## config.mk

```make
export PLATFORM = sky130hd
export DESIGN_NAME = cache_mem_arbiter
export DESIGN_NICKNAME = d
export VERILOG_FILES = /design/src/rtl/cache_mem_arbiter.sv
export SDC_FILE = /design/constraint.sdc
export NUM_CORES = 1
export LEC_CHECK = 0
export CORE_AREA = 2 2 167 169
export DETAILED_ROUTE_END_ITERATION = 10
export DIE_AREA = 0 0 169 171
export GPL_ROUTABILITY_DRIVEN = 1
export PLACE_DENSITY_LB_ADDON = 0.3
export SYNTH_ARGS = -nofsm -noshare
export SYNTH_HDL_FRONTEND = slang
export SYNTH_SLANG_ARGS = --single-unit
```

## constraint.sdc

```tcl
create_clock -name CLK -period 1.9 [get_ports CLK]
set_input_delay 0.19 -clock CLK [delete_from_list [all_inputs] [get_ports CLK]]
set_output_delay 0.19 -clock CLK [all_outputs]
set_load 0.1 [all_outputs]
```

## src/rtl/cache_mem_arbiter.sv

```systemverilog
// Arbiter that shares one RAM port between the instruction and data caches.
// The dcache wins by default, a starvation counter guarantees icache service, and stalled accesses time out.
module cache_mem_arbiter #(
    parameter int ADDR_W       = 32,
    parameter int DATA_W       = 64,
    parameter int STARVE_LIMIT = 4,
    parameter int TIMEOUT      = 255
) (
    input  logic              CLK,
    input  logic              RST,
    input  logic              iREN,
    input  logic [ADDR_W-1:0] iaddr,
    output logic              iwait,
    output logic [DATA_W-1:0] iload,
    input  logic              dREN,
    input  logic              dWEN,
    input  logic [ADDR_W-1:0] daddr,
    input  logic [DATA_W-1:0] dstore,
    output logic              dwait,
    output logic [DATA_W-1:0] dload,
    output logic              ram_ren,
    output logic              ram_wen,
    output logic [ADDR_W-1:0] ram_addr,
    output logic [DATA_W-1:0] ram_store,
    input  logic [DATA_W-1:0] ram_load,
    input  logic              ram_ready,
    output logic              timeout_err
);

    localparam int TO_W = $clog2(TIMEOUT + 1);
    localparam int SC_W = $clog2(STARVE_LIMIT + 1);
    localparam logic [TO_W-1:0] TO_LAST = TO_W'(TIMEOUT - 1);
    localparam logic [SC_W-1:0] SC_MAX  = SC_W'(STARVE_LIMIT);

    typedef enum logic [1:0] {IDLE, IGNT, DGNT} state_t;

    state_t          state, state_nx;
    logic [SC_W-1:0] starve_cnt, starve_nx;
    logic [TO_W-1:0] to_cnt, to_nx;
    logic            to_fire;
    logic            dreq;
    logic            req_held;
    logic            in_grant;

    assign dreq     = dREN | dWEN;
    assign in_grant = (state == IGNT) || (state == DGNT);
    assign req_held = (state == IGNT) ? iREN : dreq;

    // NOTE: registers use non-blocking assignments so every flop samples pre-edge values.
    always_ff @(posedge CLK) begin
        if (RST) begin
            state       <= IDLE;
            starve_cnt  <= '0;
            to_cnt      <= '0;
            timeout_err <= 1'b0;
        end else begin
            state      <= state_nx;
            starve_cnt <= starve_nx;
            to_cnt     <= to_nx;
            if (to_fire) timeout_err <= 1'b1;
        end
    end

    always_comb begin
        // NOTE: every output gets a default first so no path through the block infers a latch.
        state_nx  = state;
        starve_nx = starve_cnt;
        to_nx     = to_cnt;
        to_fire   = 1'b0;
        ram_ren   = 1'b0;
        ram_wen   = 1'b0;
        ram_addr  = '0;
        ram_store = '0;
        iwait     = 1'b1;
        dwait     = 1'b1;
        iload     = '0;
        dload     = '0;

        case (state)
            IDLE: begin
                to_nx = '0;
                if (!iREN) starve_nx = '0;
                if (iREN && (!dreq || starve_cnt >= SC_MAX)) begin
                    state_nx  = IGNT;
                    starve_nx = '0;
                end else if (dreq) begin
                    state_nx = DGNT;
                    if (iREN && starve_cnt < SC_MAX) starve_nx = starve_cnt + SC_W'(1);
                end
            end
            IGNT: begin
                ram_ren  = 1'b1;
                ram_addr = iaddr;
                if (iREN && ram_ready) begin
                    iwait = 1'b0;
                    iload = ram_load;
                end
            end
            DGNT: begin
                ram_addr  = daddr;
                ram_store = dstore;
                ram_wen   = dWEN;
                ram_ren   = dREN & ~dWEN;
                if (dreq && ram_ready) begin
                    dwait = 1'b0;
                    dload = dWEN ? '0 : ram_load;
                end
            end
            default: state_nx = IDLE;
        endcase

        // A grant ends on completion, on request drop, or after TIMEOUT stalled cycles.
        if (in_grant) begin
            if (!req_held || ram_ready) begin
                state_nx = IDLE;
            end else if (to_cnt == TO_LAST) begin
                state_nx = IDLE;
                to_fire  = 1'b1;
            end else begin
                to_nx = to_cnt + TO_W'(1);
            end
        end
    end

endmodule
```

==> metrics, run 1 <==
outcome=finished with violations; Setup-failing EPs final=123; Ys Warns=0; Nets=1,050; Static Leak=4.272 nW; IO Count=427; Rel. slew slack=0.6545; Pwr per Cell Area=495.5 nW/um2; Cells after Synth=395; Cell Int Power=2.578 mW; Layout area overhead=334.1%; Synth Flop Type=dfxtp_1; Die Area=28,900 um2; fin util=0.4099; Total Routed Length=22,050 um; Clock power frac=0.082; Clock Skews=0.003731 ns; top cell type's share of synthesized area=0.4680; Worst setup EP type=output pin; DRT Pass-1 Iters=4; crit share post-route=1.030; FF/Latch Area=285.3 um2; CP arrival=1.77 ns; layout cells sized above 1=0.6118; EDFF count, synth=0; DRC violation count after routing=0; register area share after synthesis=0.1086; core area=27,320 um2; die width=169 um; CTS tree=yes; cts hold-fix bufs=0; First DRT Iteration DRCs=153; Min Hold Slack=0.4818 ns; max-cap check violation count=0; Final Max Slew Viols=0; wire length of the first global-routing pass=30,640 um; CP Max Fanout=8; Worst-path clk slew=0.05 ns; leading area contributor after synthesis=and2_1; Yosys reg bits=14; antenna-violating nets left=0; CP startpoint kind=register; row count=61; Mean Syn Cell Area=6.532 um2; Finished Cell Area=11,200 um2; Die H=171 um; Final GP Congestion=0.8313; Total Routing Usage GR=0.1415; Placed Instance Area=10,250 um2; FF-to-FF path depth=8; CTS root buffer=clkbuf_16; Worst Setup Path Type=register to output pin; setup TNS=-4.192 ns; Comb power frac=0.861; total power=5.550 mW; via count=4,439; hold crit path type=register to register; unrepaired setup endpoints after global routing=yes; worst slew pin tran=0.5166 ns; largest net degree at the start of global routing=39; Max Root-Sink Buffers=2; HPWL Detailed=17,300 um; Filler cells=2,562; final critical-path setup slack=-0.05675 ns; Tmin final=1.957 ns; Flop pwr share=0.057; failing checks=negative setup slack; Final Instance Count excl. Fillers=1,191; gr ovfl total=0; Netlist cell types=43; Mapped Area=2580 um2; FMAX=511.1 MHz; footprint of the multi-input gates=2914 um2; required time of the critical path=1.71 ns; initial antenna violation count=0; H-tree levels=1; syn_nets=599; pre-CTS setup slack=-0.1261 ns; ant diodes=0; FFs w/ async S/R, synth=0; Placed Cells=1,160; vias in the first global route=4,415; Sink Count=14; Num CTS Buffers=3; NetSw=2.972 mW; vias per cell=3.727; main area contributors after synthesis=and2_1 (47%), dfxtp_1 (11%), a22oi_1 (9.3%), nor2_1 (5.4%), clkbuf_1 (4.1%); worst hold path stage count=2; Initial Util=0.09442; Sw Share=0.5355; Hold Vio Cnt, Final=0; Clk Latency, worst-skew pair=0.25 ns; Max VDD drop=0.0003036 V; PortBufs=426; routed len/inst=18.51 um
-- registers in the layout (all words and copies together), names as in the netlist --
name / cells
state: 2
starve_cnt: 3
timeout_err: 1
to_cnt: 8
-- final timing paths --
check                                  start                         end  slack [ns]
hold / removal    starve_cnt[1]$_SDFFE_PP0P_  starve_cnt[1]$_SDFFE_PP0P_        0.48
setup reg to reg         state[1]$_SDFF_PP0_        to_cnt[7]$_SDFF_PP0_        0.06
hold reg to reg   starve_cnt[1]$_SDFFE_PP0P_  starve_cnt[1]$_SDFFE_PP0P_        0.48
setup / recovery         state[1]$_SDFF_PP0_                    dload[2]       -0.06
-- final cells by class --
class | count | share of cell area
Tap cell | 346 | 0.03865
Multi-Input combinational cell | 333 | 0.2602
Sequential cell | 14 | 0.02547
Inverter | 13 | 0.005250
Timing Repair Buffer | 481 | 0.6625
Clock buffer | 4 | 0.007931
-- layer usage --
metal  vias up  part of all wire  global-route usage
li1       2220                 -                   -
met1      2047              0.41              0.1800
met2       158              0.53              0.2575
met3        14             0.051             0.02452
met4         0            0.0083             0.01524
met5         -                 0                   0
-- cell usage in the layout, fill, tap and decap left out, types with 3 or more instances in the layout --
master and n:
nand2_1 3, clkbuf_16 6, a22oi_2 31, inv_1 8, buf_12 242, and2_4 128, buf_16 11, and2_2 16
ha_4 3, and2_1 49, nor2_4 32, nand3_1 7, dfxtp_1 12, nand4_1 3, ha_1 3, o21ai_0 3
a21oi_1 7, nor2_1 5, buf_4 24, nand2b_1 4, clkdlybuf4s50_1 195, buf_6 3
-- Yosys cell counts (2+ instances only) --
cell,number
o211ai_1,2
or3_1,2
nor2b_1,2
and4_4,2
a2111oi_0,2
nor2_1,37
a31oi_1,2
ha_1,6
or3_4,2
a21oi_1,8
buf_1,2
a22oi_1,32
dfxtp_1,14
nand2_1,3
nor3_1,2
o21ai_0,3
buf_2,3
and2_1,193
nand3_1,7
nand2b_1,4
or4_1,2
nand3b_1,2
inv_1,12
clkbuf_1,28
o221ai_1,3
nand4_1,3
-- worst max-delay path, cell delays in order (launching register included) --
cell and delay (ns):
dfxtp_2 0.34, buf_6 0.11, ha_4 0.15, and4b_4 0.28
buf_12 0.15, clkbuf_16 0.15, and2_4 0.15, buf_12 0.16
-- repair_timing --
action / 4_1_cts / 5_1_grt
pin swaps: 62 / 10
gates resized for setup: 134 / 20
endpoints found under the setup margin: 147 / 193
gates cloned: 10 / 3
setup buffers: 10 / 6
-- logic make-up after synthesis --
group,Yosys count,synth area share
buffers and inverters,48,0.07468
adder cells (fa/ha/maj),6,0.02910
AO/OA/AOI/OAI,57,0.1562
flip-flops,14,0.1086
AND/OR/NAND/NOR,268,0.6241
multiplexers,1,0.003880
XOR/XNOR,1,0.003395
-- power groups by stage --
stage	Clock (mW)	Combinational, mW	Sequential [mW]
floorplan	0	2.49	0.319
global placement	0	4.36	0.318
detailed placement	0	4.36	0.318
CTS	0.453	4.69	0.315
global route	0.472	4.93	0.316
finish	0.455	4.78	0.316
Note: power is estimated with default switching activity, not from simulation.
==> run 2: changes to the inputs <==
--- a/config.mk
+++ b/config.mk
@@ -8,8 +8,10 @@
 export CORE_AREA = 2 2 167 169
 export DETAILED_ROUTE_END_ITERATION = 10
 export DIE_AREA = 0 0 169 171
-export GPL_ROUTABILITY_DRIVEN = 1
+export GPL_ROUTABILITY_DRIVEN = 0
+export GPL_TIMING_DRIVEN = 0
 export PLACE_DENSITY_LB_ADDON = 0.3
+export SKIP_CTS_REPAIR_TIMING = 1
 export SYNTH_ARGS = -nofsm -noshare
 export SYNTH_HDL_FRONTEND = slang
 export SYNTH_SLANG_ARGS = --single-unit
==> metrics, run 2 (same netlist as run 1, synthesis figures left out) <==
r2r setup slk=-0.04 ns (was 0.06 ns); First DRT Iteration DRCs=130 (was 153); routed len/inst=16.99 um (was 18.51 um); gr ovfl total=0 (unchanged); Flop pwr share=0.073 (was 0.057); NetSw=2.719 mW (was 2.972 mW); met1 Usage GRT=0.1605 (was 0.1800); Max Root-Sink Buffers=2 (unchanged); FF-to-FF path depth=9 (was 8); total power=4.352 mW (was 5.550 mW); CP bufs+invs=5 (was 4); Setup crit end=dload[31] (was dload[2]); CP startpoint kind=register (unchanged); CTS root buffer=clkbuf_16 (unchanged); grt met3 use=0.01388 (was 0.02452); wire length of the first global-routing pass=26,770 um (was 30,640 um); Final Instance Count excl. Fillers=1,175 (was 1,191); Clock Skews=0.001613 ns (was 0.003731 ns); vias in the first global route=4,060 (was 4,415); core area=27,320 um2 (unchanged); Worst setup EP type=output pin (unchanged); Hold Vio Cnt, Final=0 (unchanged); Sink Count=14 (unchanged); crit share post-route=1.141 (was 1.030); final critical-path setup slack=-0.2673 ns (was -0.05675 ns); CP arrival=1.98 ns (was 1.77 ns); Die H=171 um (unchanged); Tmin final=2.167 ns (was 1.957 ns); Die Area=28,900 um2 (unchanged); PortBufs=426 (unchanged); hold crit path type=register to register (unchanged); Pwr per Cell Area=495.4 nW/um2 (was 495.5 nW/um2); Max VDD drop=0.0003001 V (was 0.0003036 V); largest register by flop count=to_cnt (unchanged); die width=169 um (unchanged); unrepaired setup endpoints after global routing=yes (unchanged); Num CTS Buffers=3 (unchanged); Total Routed Length=19,960 um (was 22,050 um); Clock power frac=0.104 (was 0.082); WP depth=8 (was 7); worst r2r src=state[1]$_SDFF_PP0_ (unchanged); failing checks=negative setup slack (unchanged); Clk Latency, worst-skew pair=0.25 ns (about the same); largest net degree at the start of global routing=11 (was 39); Comb power frac=0.823 (was 0.861); Placed Cells=1,167 (was 1,160); outcome=finished with violations (unchanged); GRT busiest layer=met2 (unchanged); most frequent cells in the layout=clkdlybuf4s50_1 (198), buf_12 (91), and2_2 (88) (was buf_12 (242), clkdlybuf4s50_1 (195), and2_4 (128)); setup TNS=-43.15 ns (was -4.192 ns); via count=4,343 (was 4,439); CP max stage cell=dfxtp_2 (unchanged); Cell Int Power=1.632 mW (was 2.578 mW); required time of the critical path=1.71 ns (about the same); top flop regs=to_cnt: 8 flops, starve_cnt: 3 flops, state: 2 flops (unchanged); DRT Pass-1 Iters=4 (unchanged); FMAX=461.4 MHz (was 511.1 MHz); top cell family by delay on the critical path=buffers and inverters (unchanged); H-tree levels=1 (unchanged); Worst-path clk slew=0.05 ns (about the same); Final Max Slew Viols=0 (unchanged); worst slew pin tran=0.9665 ns (was 0.5166 ns); HPWL Detailed=16,620 um (was 17,300 um); CP Max Fanout=10 (was 8); layout cells sized above 1=0.5416 (was 0.6118); Initial Util=0.09442 (unchanged); initial antenna violation count=0 (unchanged); Worst path max stage delay=0.35 ns (was 0.34 ns); CP Launch Point=state[0]$_SDFF_PP0_ (was state[1]$_SDFF_PP0_); critical-path cell list=inv_1 > ha_1 > buf_6 > and4b_2 > buf_8 > clkbuf_4 > and2_2 > buf_12 (was buf_6 > ha_4 > and4b_4 > buf_12 > clkbuf_16 > and2_4 > buf_12); CTS tree=yes (unchanged); Worst Setup Path Type=register to output pin (unchanged); antenna-violating nets left=0 (unchanged); Static Leak=3.573 nW (was 4.272 nW); Total Routing Usage GR=0.1206 (was 0.1415); max-cap check violation count=0 (unchanged); IO Count=427 (unchanged); commonest non-fill, non-tap cell in the layout=clkdlybuf4s50_1 (was buf_12); Rel. slew slack=0.3537 (was 0.6545); RR Endpoint=to_cnt[7]$_SDFF_PP0_ (unchanged); vias per cell=3.696 (was 3.727); DRC violation count after routing=0 (unchanged); Setup-failing EPs final=234 (was 123); GRT met2 Usage=0.2122 (was 0.2575); row count=61 (unchanged); Nets=1,034 (was 1,050); ant diodes=0 (unchanged); Layout area overhead=240.5% (was 334.1%); max reg flops=8 (unchanged); Sw Share=0.6249 (was 0.5355); fin util=0.3215 (was 0.4099)
## run 2: changes by cell type in the layout (fill, tap and decap cells not counted), sizes merged
| cell | change |
|---|---|
| buf | -120 |
| clkbuf | +103 |
| clkdlybuf4s50 | +3 |
| dlygate4sd2 | -2 |
## run 2: worst register-to-register path, stage by stage (launching register included)
cell and delay [ns]:
dfxtp_2 0.36, inv_1 0.06, ha_1 0.18, buf_6 0.14, buf_4 0.14, or3_4 0.40
and3_1 0.15, buf_2 0.16, o2111ai_1 0.10, a31oi_1 0.11
## run 2: how the worst min path moves through the flow
stage	slack (ns)	from	cells past startpoint	to
after floorplan	0.41	RST	2	to_cnt[6]$_SDFF_PP0_
after global placement	0.46	starve_cnt[1]$_SDFFE_PP0P_	2	starve_cnt[1]$_SDFFE_PP0P_
after detailed placement	0.47	timeout_err$_SDFFE_PP0P_	2	timeout_err$_SDFFE_PP0P_
after CTS	0.48	starve_cnt[1]$_SDFFE_PP0P_	2	starve_cnt[1]$_SDFFE_PP0P_
after global routing	0.51	starve_cnt[1]$_SDFFE_PP0P_	2	starve_cnt[1]$_SDFFE_PP0P_
final	0.48	starve_cnt[1]$_SDFFE_PP0P_	2	starve_cnt[1]$_SDFFE_PP0P_
## run 2: through the flow
stage	worst slack [ns]	instance area [um2]	hold WS, ns
2_1_floorplan	-0.2311	3093	0.4060
3_3_place_gp	-1.726	7790	0.4623
3_5_place_dp	-1.715	7790	0.4654
4_1_cts	-1.891	7879	0.4820
5_1_grt	-0.3812	8785	0.5068
6_report	-0.2673	8785	0.4771
## run 2: power groups by stage
stage               clock, mW  sequential (mW)  combinational [mW]
floorplan                   0            0.319                2.49
global route            0.473            0.318                3.70
detailed placement          0            0.321                3.59
CTS                     0.460            0.315                3.60
global placement            0            0.321                3.59
finish                  0.452            0.317                3.58
## run 2: final cells by class
type | count | area (um2)
multi-input combinational | 333 | 2609
clock buffer | 4 | 88.84
timing repair buffer | 430 | 5022
buffer | 35 | 299.0
inverter | 13 | 50.05
sequential | 14 | 282.8
tap | 346 | 432.9
fill | 2815 | 18540
## run 2: routing by layer
layer	wire [um]	part of all wire
met1	8591	0.43
met2	10300	0.52
met3	833	0.042
met4	232	0.012
met5	0	0
